File: src/rtl/fifo_wr_arbiter_pkg.sv
// Shared definitions for the FIFO write arbiter slice: FSM state encoding
// and constant-width helpers used by the arbiter, its interface and the FIFO.
package fifo_wr_arbiter_pkg;

  typedef enum logic [0:0] {
    IDLE  = 1'b0,
    GRANT = 1'b1
  } arb_state_t;

  function automatic int clog2(input int value);
    int result;
    result = 0;
    for (int v = value - 1; v > 0; v = v >> 1) begin
      result = result + 1;
    end
    return result;
  endfunction

  // An index into a set of n items never collapses to zero bits.
  function automatic int idx_width(input int n);
    return (n > 1) ? clog2(n) : 1;
  endfunction

endpackage

File: src/rtl/fifo_wr_arbiter_if.sv
// Requester-side and FIFO-side signals of the write arbiter.
// The arbiter takes the slave view; the requesters/FIFO environment the master view.
interface fifo_wr_arbiter_if #(
  parameter int N_REQ = 4,
  parameter int WIDTH = 8
);
  import fifo_wr_arbiter_pkg::*;

  localparam int IW = idx_width(N_REQ);

  logic [N_REQ-1:0]       req_valid;
  logic [N_REQ*WIDTH-1:0] req_data;
  logic [N_REQ-1:0]       req_ready;
  logic                   fifo_full;
  logic                   fifo_pop;
  logic                   fifo_wr_en;
  logic [WIDTH-1:0]       fifo_din;
  logic [IW-1:0]          grant_id;
  logic                   busy;

  modport master (
    output req_valid, req_data, fifo_full, fifo_pop,
    input  req_ready, fifo_wr_en, fifo_din, grant_id, busy
  );

  modport slave (
    input  req_valid, req_data, fifo_full, fifo_pop,
    output req_ready, fifo_wr_en, fifo_din, grant_id, busy
  );

endinterface

File: src/rtl/fifo_wr_arbiter_rr_pick.sv
// Wrap-around priority search: returns the first set bit of req at or above
// ptr, wrapping back through index 0. Purely combinational.
module rr_pick
  import fifo_wr_arbiter_pkg::*;
#(
  parameter int N  = 4,
  parameter int IW = idx_width(N)
) (
  input  logic [N-1:0]  req,
  input  logic [IW-1:0] ptr,
  output logic [IW-1:0] idx,
  output logic          found
);

  logic [N-1:0] rot_s;

  function automatic logic [IW-1:0] wrap_idx(input logic [IW-1:0] base, input int offs);
    int sum;
    sum = int'(base) + offs;
    return (sum >= N) ? IW'(sum - N) : IW'(sum);
  endfunction

  // Rotate so that bit 0 of rot_s corresponds to requester ptr.
  assign rot_s = N'({req, req} >> ptr);

  // Descending scan: the lowest rotated offset with a request wins.
  always_comb begin
    idx   = {IW{1'b0}};
    found = |req;
    for (int k = N - 1; k >= 0; k--) begin
      idx = rot_s[k] ? wrap_idx(ptr, k) : idx;
    end
  end

endmodule

File: src/rtl/fifo_wr_arbiter.sv
// Round-robin write arbiter: grants one requester at a time for up to BURST
// beats, forwards its data to a downstream FIFO and tracks FIFO occupancy.
module fifo_wr_arbiter
  import fifo_wr_arbiter_pkg::*;
#(
  parameter int N_REQ = 4,
  parameter int WIDTH = 8,
  parameter int DEPTH = 16,
  parameter int BURST = 4
) (
  input logic              clk,
  input logic              reset,
  fifo_wr_arbiter_if.slave bus
);

  localparam int IW = idx_width(N_REQ);
  localparam int OW = clog2(DEPTH + 1);
  localparam int BW = clog2(BURST + 1);
  localparam logic [OW-1:0] DEPTH_C   = OW'(DEPTH);
  localparam logic [BW-1:0] BURST_C   = BW'(BURST);
  localparam logic [IW-1:0] LAST_ID_C = IW'(N_REQ - 1);

  arb_state_t       state_r, state_nxt_s;
  logic [IW-1:0]    rr_ptr_r, rr_ptr_nxt_s;
  logic [IW-1:0]    grant_id_r, grant_id_nxt_s;
  logic [IW-1:0]    pick_idx_s, ptr_inc_s;
  logic [BW-1:0]    beat_cnt_r, beat_cnt_nxt_s;
  logic [OW-1:0]    occ_r, occ_nxt_s;
  logic [WIDTH-1:0] fifo_din_r, gnt_data_s;
  logic             fifo_wr_en_r;
  logic             pick_found_s, space_s, gnt_valid_s, xfer_s, pop_eff_s, burst_done_s;
  logic [N_REQ-1:0] req_ready_s;

  rr_pick #(.N(N_REQ), .IW(IW)) u_rr_pick (
    .req   (bus.req_valid),
    .ptr   (rr_ptr_r),
    .idx   (pick_idx_s),
    .found (pick_found_s)
  );

  assign space_s      = (occ_r < DEPTH_C) && !bus.fifo_full;
  assign gnt_valid_s  = bus.req_valid[grant_id_r];
  assign gnt_data_s   = bus.req_data[int'(grant_id_r) * WIDTH +: WIDTH];
  assign xfer_s       = (state_r == GRANT) && gnt_valid_s && space_s;
  assign pop_eff_s    = bus.fifo_pop && (occ_r != {OW{1'b0}});
  assign burst_done_s = (beat_cnt_r + BW'(1)) == BURST_C;
  assign ptr_inc_s    = (grant_id_r == LAST_ID_C) ? {IW{1'b0}} : grant_id_r + IW'(1);

  // Only the current grantee sees ready, and only while the FIFO has room.
  always_comb begin
    req_ready_s = {N_REQ{1'b0}};
    for (int i = 0; i < N_REQ; i++) begin
      req_ready_s[i] = (state_r == GRANT) && (grant_id_r == IW'(i)) && space_s;
    end
  end

  // Arbitration FSM next-state: a stalled grant (valid but no space) holds.
  always_comb begin
    state_nxt_s    = state_r;
    grant_id_nxt_s = grant_id_r;
    beat_cnt_nxt_s = beat_cnt_r;
    rr_ptr_nxt_s   = rr_ptr_r;
    case (state_r)
      IDLE: begin
        if (pick_found_s) begin
          state_nxt_s    = GRANT;
          grant_id_nxt_s = pick_idx_s;
          beat_cnt_nxt_s = {BW{1'b0}};
        end else begin
          state_nxt_s = IDLE;
        end
      end
      GRANT: begin
        if (!gnt_valid_s || (xfer_s && burst_done_s)) begin
          state_nxt_s    = IDLE;
          rr_ptr_nxt_s   = ptr_inc_s;
          beat_cnt_nxt_s = xfer_s ? beat_cnt_r + BW'(1) : beat_cnt_r;
        end else if (xfer_s) begin
          beat_cnt_nxt_s = beat_cnt_r + BW'(1);
        end else begin
          state_nxt_s = GRANT;
        end
      end
      default: begin
        state_nxt_s = IDLE;
      end
    endcase
  end

  // Occupancy: a pop and a transfer in the same cycle cancel out.
  always_comb begin
    occ_nxt_s = occ_r;
    case ({xfer_s, pop_eff_s})
      2'b10:   occ_nxt_s = occ_r + OW'(1);
      2'b01:   occ_nxt_s = occ_r - OW'(1);
      default: occ_nxt_s = occ_r;
    endcase
  end

  // Arbitration state and occupancy registers.
  always_ff @(posedge clk or posedge reset) begin
    if (reset) begin
      state_r    <= IDLE;
      rr_ptr_r   <= {IW{1'b0}};
      grant_id_r <= {IW{1'b0}};
      beat_cnt_r <= {BW{1'b0}};
      occ_r      <= {OW{1'b0}};
    end else begin
      state_r    <= state_nxt_s;
      rr_ptr_r   <= rr_ptr_nxt_s;
      grant_id_r <= grant_id_nxt_s;
      beat_cnt_r <= beat_cnt_nxt_s;
      occ_r      <= occ_nxt_s;
    end
  end

  // FIFO write port, one cycle behind the handshake; data holds between writes.
  always_ff @(posedge clk or posedge reset) begin
    if (reset) begin
      fifo_wr_en_r <= 1'b0;
      fifo_din_r   <= {WIDTH{1'b0}};
    end else begin
      fifo_wr_en_r <= xfer_s;
      fifo_din_r   <= xfer_s ? gnt_data_s : fifo_din_r;
    end
  end

  assign bus.req_ready  = req_ready_s;
  assign bus.fifo_wr_en = fifo_wr_en_r;
  assign bus.fifo_din   = fifo_din_r;
  assign bus.grant_id   = grant_id_r;
  assign bus.busy       = (state_r == GRANT);

endmodule
File: src/flat_wrapper.sv
// flat-port wrapper written by rule: the top's interface ports become plain ports
module fifo_wr_arbiter_flat import fifo_wr_arbiter_pkg::*;
#(
  parameter int N_REQ = 4,
  parameter int WIDTH = 8,
  parameter int DEPTH = 16,
  parameter int BURST = 4
)
  (clk, reset, bus_req_valid, bus_req_data, bus_fifo_full, bus_fifo_pop, bus_req_ready, bus_fifo_wr_en, bus_fifo_din, bus_grant_id, bus_busy);
  fifo_wr_arbiter_if #(.N_REQ(N_REQ), .WIDTH(WIDTH)) bus_i ();
  input logic clk;
  input logic reset;
  input wire logic [$bits(bus_i.req_valid)-1:0] bus_req_valid;
  input wire logic [$bits(bus_i.req_data)-1:0] bus_req_data;
  input wire logic [$bits(bus_i.fifo_full)-1:0] bus_fifo_full;
  input wire logic [$bits(bus_i.fifo_pop)-1:0] bus_fifo_pop;
  output wire logic [$bits(bus_i.req_ready)-1:0] bus_req_ready;
  output wire logic [$bits(bus_i.fifo_wr_en)-1:0] bus_fifo_wr_en;
  output wire logic [$bits(bus_i.fifo_din)-1:0] bus_fifo_din;
  output wire logic [$bits(bus_i.grant_id)-1:0] bus_grant_id;
  output wire logic [$bits(bus_i.busy)-1:0] bus_busy;
  assign bus_i.req_valid = bus_req_valid;
  assign bus_i.req_data = bus_req_data;
  assign bus_i.fifo_full = bus_fifo_full;
  assign bus_i.fifo_pop = bus_fifo_pop;
  assign bus_req_ready = bus_i.req_ready;
  assign bus_fifo_wr_en = bus_i.fifo_wr_en;
  assign bus_fifo_din = bus_i.fifo_din;
  assign bus_grant_id = bus_i.grant_id;
  assign bus_busy = bus_i.busy;
  fifo_wr_arbiter #(.N_REQ(N_REQ), .WIDTH(WIDTH), .DEPTH(DEPTH), .BURST(BURST)) u_core (.clk(clk), .reset(reset), .bus(bus_i));
endmodule
File: config.mk
export PLATFORM = sky130hd
export DESIGN_NAME = fifo_wr_arbiter_flat
export DESIGN_NICKNAME = d
export VERILOG_FILES = /design/src/rtl/fifo_wr_arbiter_pkg.sv /design/src/rtl/fifo_wr_arbiter_if.sv /design/src/rtl/fifo_wr_arbiter_rr_pick.sv /design/src/rtl/fifo_wr_arbiter.sv /design/src/flat_wrapper.sv
export SDC_FILE = /design/constraint.sdc
export NUM_CORES = 1
export LEC_CHECK = 0
export ABC_AREA = 1
export CAP_MARGIN = 5
export CELL_PAD_IN_SITES_DETAIL_PLACEMENT = 0
export CELL_PAD_IN_SITES_GLOBAL_PLACEMENT = 1
export CORE_MARGIN = 3
export CORE_UTILIZATION = 31
export CTS_CLUSTER_SIZE = 30
export DETAILED_ROUTE_END_ITERATION = 16
export HOLD_SLACK_MARGIN = 0.02
export PLACE_DENSITY_LB_ADDON = 0.1
export SETUP_SLACK_MARGIN = 0.4
export SLEW_MARGIN = 20
export SYNTH_ARGS = -nofsm -noshare
export SYNTH_HDL_FRONTEND = slang
export SYNTH_SLANG_ARGS = --single-unit
File: constraint.sdc
create_clock -name clk -period 2.6 [get_ports clk]
set_input_delay 0.78 -clock clk [delete_from_list [all_inputs] [get_ports clk]]
set_output_delay 0.78 -clock clk [all_outputs]
set_load 0.02 [all_outputs]
==> impl_metrics.py <==
metrics = {
    "synth": {
        "synth_top_area_frac": 0.3343,
        "ys_types": 31,
        "yosys.area.top_type": "dfrtp_1",
        "seq_area_frac_synth": 0.3343,
        "synth.area.top_cells": "dfrtp_1 33%, nand2_1 17%, ha_1 7.6%, o21ai_0 7.0%, inv_1 5.5%",
        "syn-instance-count": 235,
        "syn_nets": 285,
        "synthesis.area_mm2": 0.001647,
        "yosys_register_bits": 22,
        "ys_warn_count": 0,
        "synth_area_per_cell_um2": 7.007,
    },
    "worst_setup_path": {
        "crit_chain": "buf_6, nand3b_1, buf_6, nor2_2, buf_6",
        "crit_slowest_cell": "nand3b_1",
        "r2r-end": "u_core.occ_r[3]$_DFFE_PP0P_",
        "crit_buf_inv": 3,
        "cpLargestDelayFamily": "buffers and inverters",
        "worst_path_largest_cell_delay_ns": 0.17,
        "crit_fanout": 4,
        "ff2ff_path_depth": 15,
        "worstSetupPathType": "primary input to primary output",
        "end_kind": "primary output",
        "r2r_start": "u_core.bus.grant_id[0]$_DFFE_PP0P_",
        "r2r_slack_ns": 0.47,
        "start_kind": "primary input",
        "critPathMostFrequentCell": "buf_6",
        "worst_ep_arrival_time_ns": 1.43,
        "required_ns": 1.82,
    },
    "timing": {
        "clock_skew_ns": 0.004518,
        "min_period_ns": 2.206,
        "hold_viol_final": 0,
        "worst_slew_pin_slew_ns": 0.3142,
        "setup_viol": 0,
        "fmax_mhz": 453.2,
        "relSlewSlack": 0.7905,
        "fin_tns_setup_ns": 0,
        "timing.final.crit_share": 0.8486,
        "whs_ns": 0.4810,
        "rsz0062_at_grt": "true",
        "slew_violations": 0,
    },
    "route": {
        "vias": 1735,
        "drt_iter0_drc": 56,
        "wl_per_cell_um": 12.67,
        "antenna_left": 0,
        "drc": 0,
        "via_per_inst": 4.627,
        "dr.pass1.iters": 4,
        "drt-total-wl_um": 4753,
    },
    "outcome": {
        "status": "completed",
    },
    "floorplanning": {
        "ios": 56,
        "fp.dieW_um": 78.88,
        "initial_core_util": 0.3353,
        "fp.dieArea_mm2": 0.006222,
        "core_mm2": 0.004911,
        "rows": 25,
        "dieHeight_um": 78.88,
    },
    "power_and_ir_drop": {
        "ir_worst_vdd_uv": 442.7,
        "sw_frac_of_total": 0.4725,
        "p_total_mw": 2.714,
        "internal-power_mw": 1.432,
        "combPwrFrac": 0.679,
        "p_per_area_mw_per_mm2": 1077,
        "switchingPower_mw": 1.282,
        "seqPwrFrac": 0.245,
        "leakagePower_nw": 1.237,
        "pwr-share-clk": 0.076,
    },
    "grt": {
        "grt_pass1_wl_um": 8183,
        "met1_usage": 0.1956,
        "overflow": 0,
        "grt_util_met3": 0.03401,
        "antenna_found_initial": 0,
        "use_met2": 0.3031,
        "grt_start_max_net_pins": 23,
        "grt_usage": 0.1629,
        "grt_pass1_vias": 1751,
        "gr-max-usage-layer": "met2",
    },
    "placement": {
        "place.gp.congestion": 0.7715,
        "placed_area_mm2": 0.002362,
        "portBuffers": 55,
        "dp_hpwl_um": 3711,
        "dp.cells": 363,
    },
    "min_path": {
        "min-delay-start": "u_core.bus.fifo_din[3]$_DFFE_PP0P_",
        "whs_path_depth": 2,
        "hold_path.class": "flip-flop to flip-flop",
        "holdPathEnd": "u_core.bus.fifo_din[3]$_DFFE_PP0P_",
    },
    "cells_and_area": {
        "regArea_um2": 551.8,
        "layout_commonest_cell": "nand2_1",
        "final_cells": 375,
        "design_area_mm2": 0.002519,
        "num-nets-final": 360,
        "multi_input_area_mm2": 0.001005,
        "area_delta_synth_final_pct": 52.96,
        "layout_common_cells": "70 x nand2_1, 44 x clkdlybuf4s50_1, 23 x inv_1, 23 x o21ai_0, 22 x buf_4",
        "fillCellCount": 523,
        "layout-drive-gt1-share": 0.2045,
        "diodes": 0,
    },
    "run": {
        "drv_cap": 0,
    },
    "clock_network": {
        "numCtsBuffers": 3,
        "htree_levels": 1,
        "cts-root-buf": "clkbuf_8",
        "tritoncts": "built",
        "clockBufferDepth": 2,
        "cts.hold.buffers_added": 0,
        "cts.sinks": 22,
        "clkSlewWorstSetupHoldPaths_ns": 0.07,
        "clk_latency_ns": 0.26,
    },
}
[logic make-up after synthesis]
| kind of cell | share of synthesized area |
|---|---|
| and+or+nand+nor | 0.2986 |
| AOI/OAI and AO/OA | 0.1489 |
| buffers and inverters | 0.1056 |
| DFF | 0.3343 |
| adders and majority gates | 0.07599 |
| xor gates and xnor gates | 0.03648 |
[tightest hold or removal path, cell delays in order, from the launching register on]
cell and delay, ns:
dfrtp_1 0.34, nand2_1 0.05, nand2_1 0.06
[sequential cells by signal (all words and copies together), names as in the netlist]
| signal | cells |
|---|---|
| u_core.beat_cnt_r | 3 |
| u_core.bus.busy | 1 |
| u_core.bus.fifo_din | 8 |
| u_core.bus.fifo_wr_en | 1 |
| u_core.bus.grant_id | 2 |
| u_core.occ_r | 5 |
| u_core.rr_ptr_r | 2 |
[metrics by stage]
stage	utilization	setup WS (ns)
global route	0.5129	0.2905
detailed placement	0.4810	-0.4412
finish	0.5129	0.3936
global placement	0.4810	-0.4307
floorplan	-	0.2404
CTS	0.5050	0.3589
[routing by layer]
metal / wire length [um] / vias up
li1: - / 904
met1: 2051 / 801
met2: 2484 / 26
met3: 180 / 4
met4: 36 / 0
met5: 0 / -
[power by group through the flow]
stage | clock [mW] | sequential [mW] | combinational [mW]
2_1_floorplan | 0 | 0.706 | 1.09
3_3_place_gp | 0 | 0.659 | 1.70
3_5_place_dp | 0 | 0.663 | 1.71
4_1_cts | 0.216 | 0.663 | 1.79
5_1_grt | 0.230 | 0.692 | 2.08
6_report | 0.207 | 0.665 | 1.84
[cell usage after synthesis]
| cell type | n |
|---|---|
| inv_4 | 1 |
| xor2_1 | 3 |
| o41ai_1 | 1 |
| buf_6 | 3 |
| o21ai_2 | 2 |
| xnor2_1 | 2 |
| nand4_1 | 1 |
| clkinv_1 | 1 |
| a31oi_1 | 1 |
| nand2_1 | 73 |
| inv_2 | 2 |
| nand2_2 | 3 |
| a21boi_1 | 1 |
| clkinv_2 | 1 |
| inv_1 | 24 |
| buf_2 | 4 |
| nor2_2 | 1 |
| xor2_2 | 1 |
| nand3_2 | 2 |
| o21bai_1 | 1 |
| o21ai_0 | 23 |
| o22ai_1 | 8 |
| dfrtp_1 | 22 |
| ha_1 | 10 |
| nand3_1 | 13 |
| nand3b_1 | 1 |
| nor2_1 | 22 |
| nand2_4 | 1 |
| a21oi_1 | 5 |
| a21boi_0 | 1 |
| buf_4 | 1 |
[final cells by class]
cell class,instances,area share
tap,67,0.03328
clock buffer,3,0.01639
multi-input combinational,176,0.3989
sequential,22,0.2191
timing repair buffer,78,0.2866
inverter,29,0.04570
[repair_timing]
item,4_1_cts,5_1_grt
setup endpoints to repair,10,7
buffers inserted,5,4
pin swaps,9,7
resized for setup,46,9
[how the worst max path moves through the flow]
stage | to | start | cells past startpoint | slack, ns
2_1_floorplan | u_core.occ_r[4]$_DFFE_PP0P_ | bus_fifo_full | 14 | 0.24
3_3_place_gp | bus_req_ready[0] | bus_fifo_full | 4 | -0.43
3_5_place_dp | bus_req_ready[0] | bus_fifo_full | 4 | -0.44
4_1_cts | bus_req_ready[2] | bus_fifo_full | 5 | 0.36
5_1_grt | u_core.occ_r[4]$_DFFE_PP0P_ | bus_fifo_full | 15 | 0.29
6_report | bus_req_ready[0] | bus_fifo_full | 5 | 0.39
Note: power is estimated with default switching activity, not from simulation.
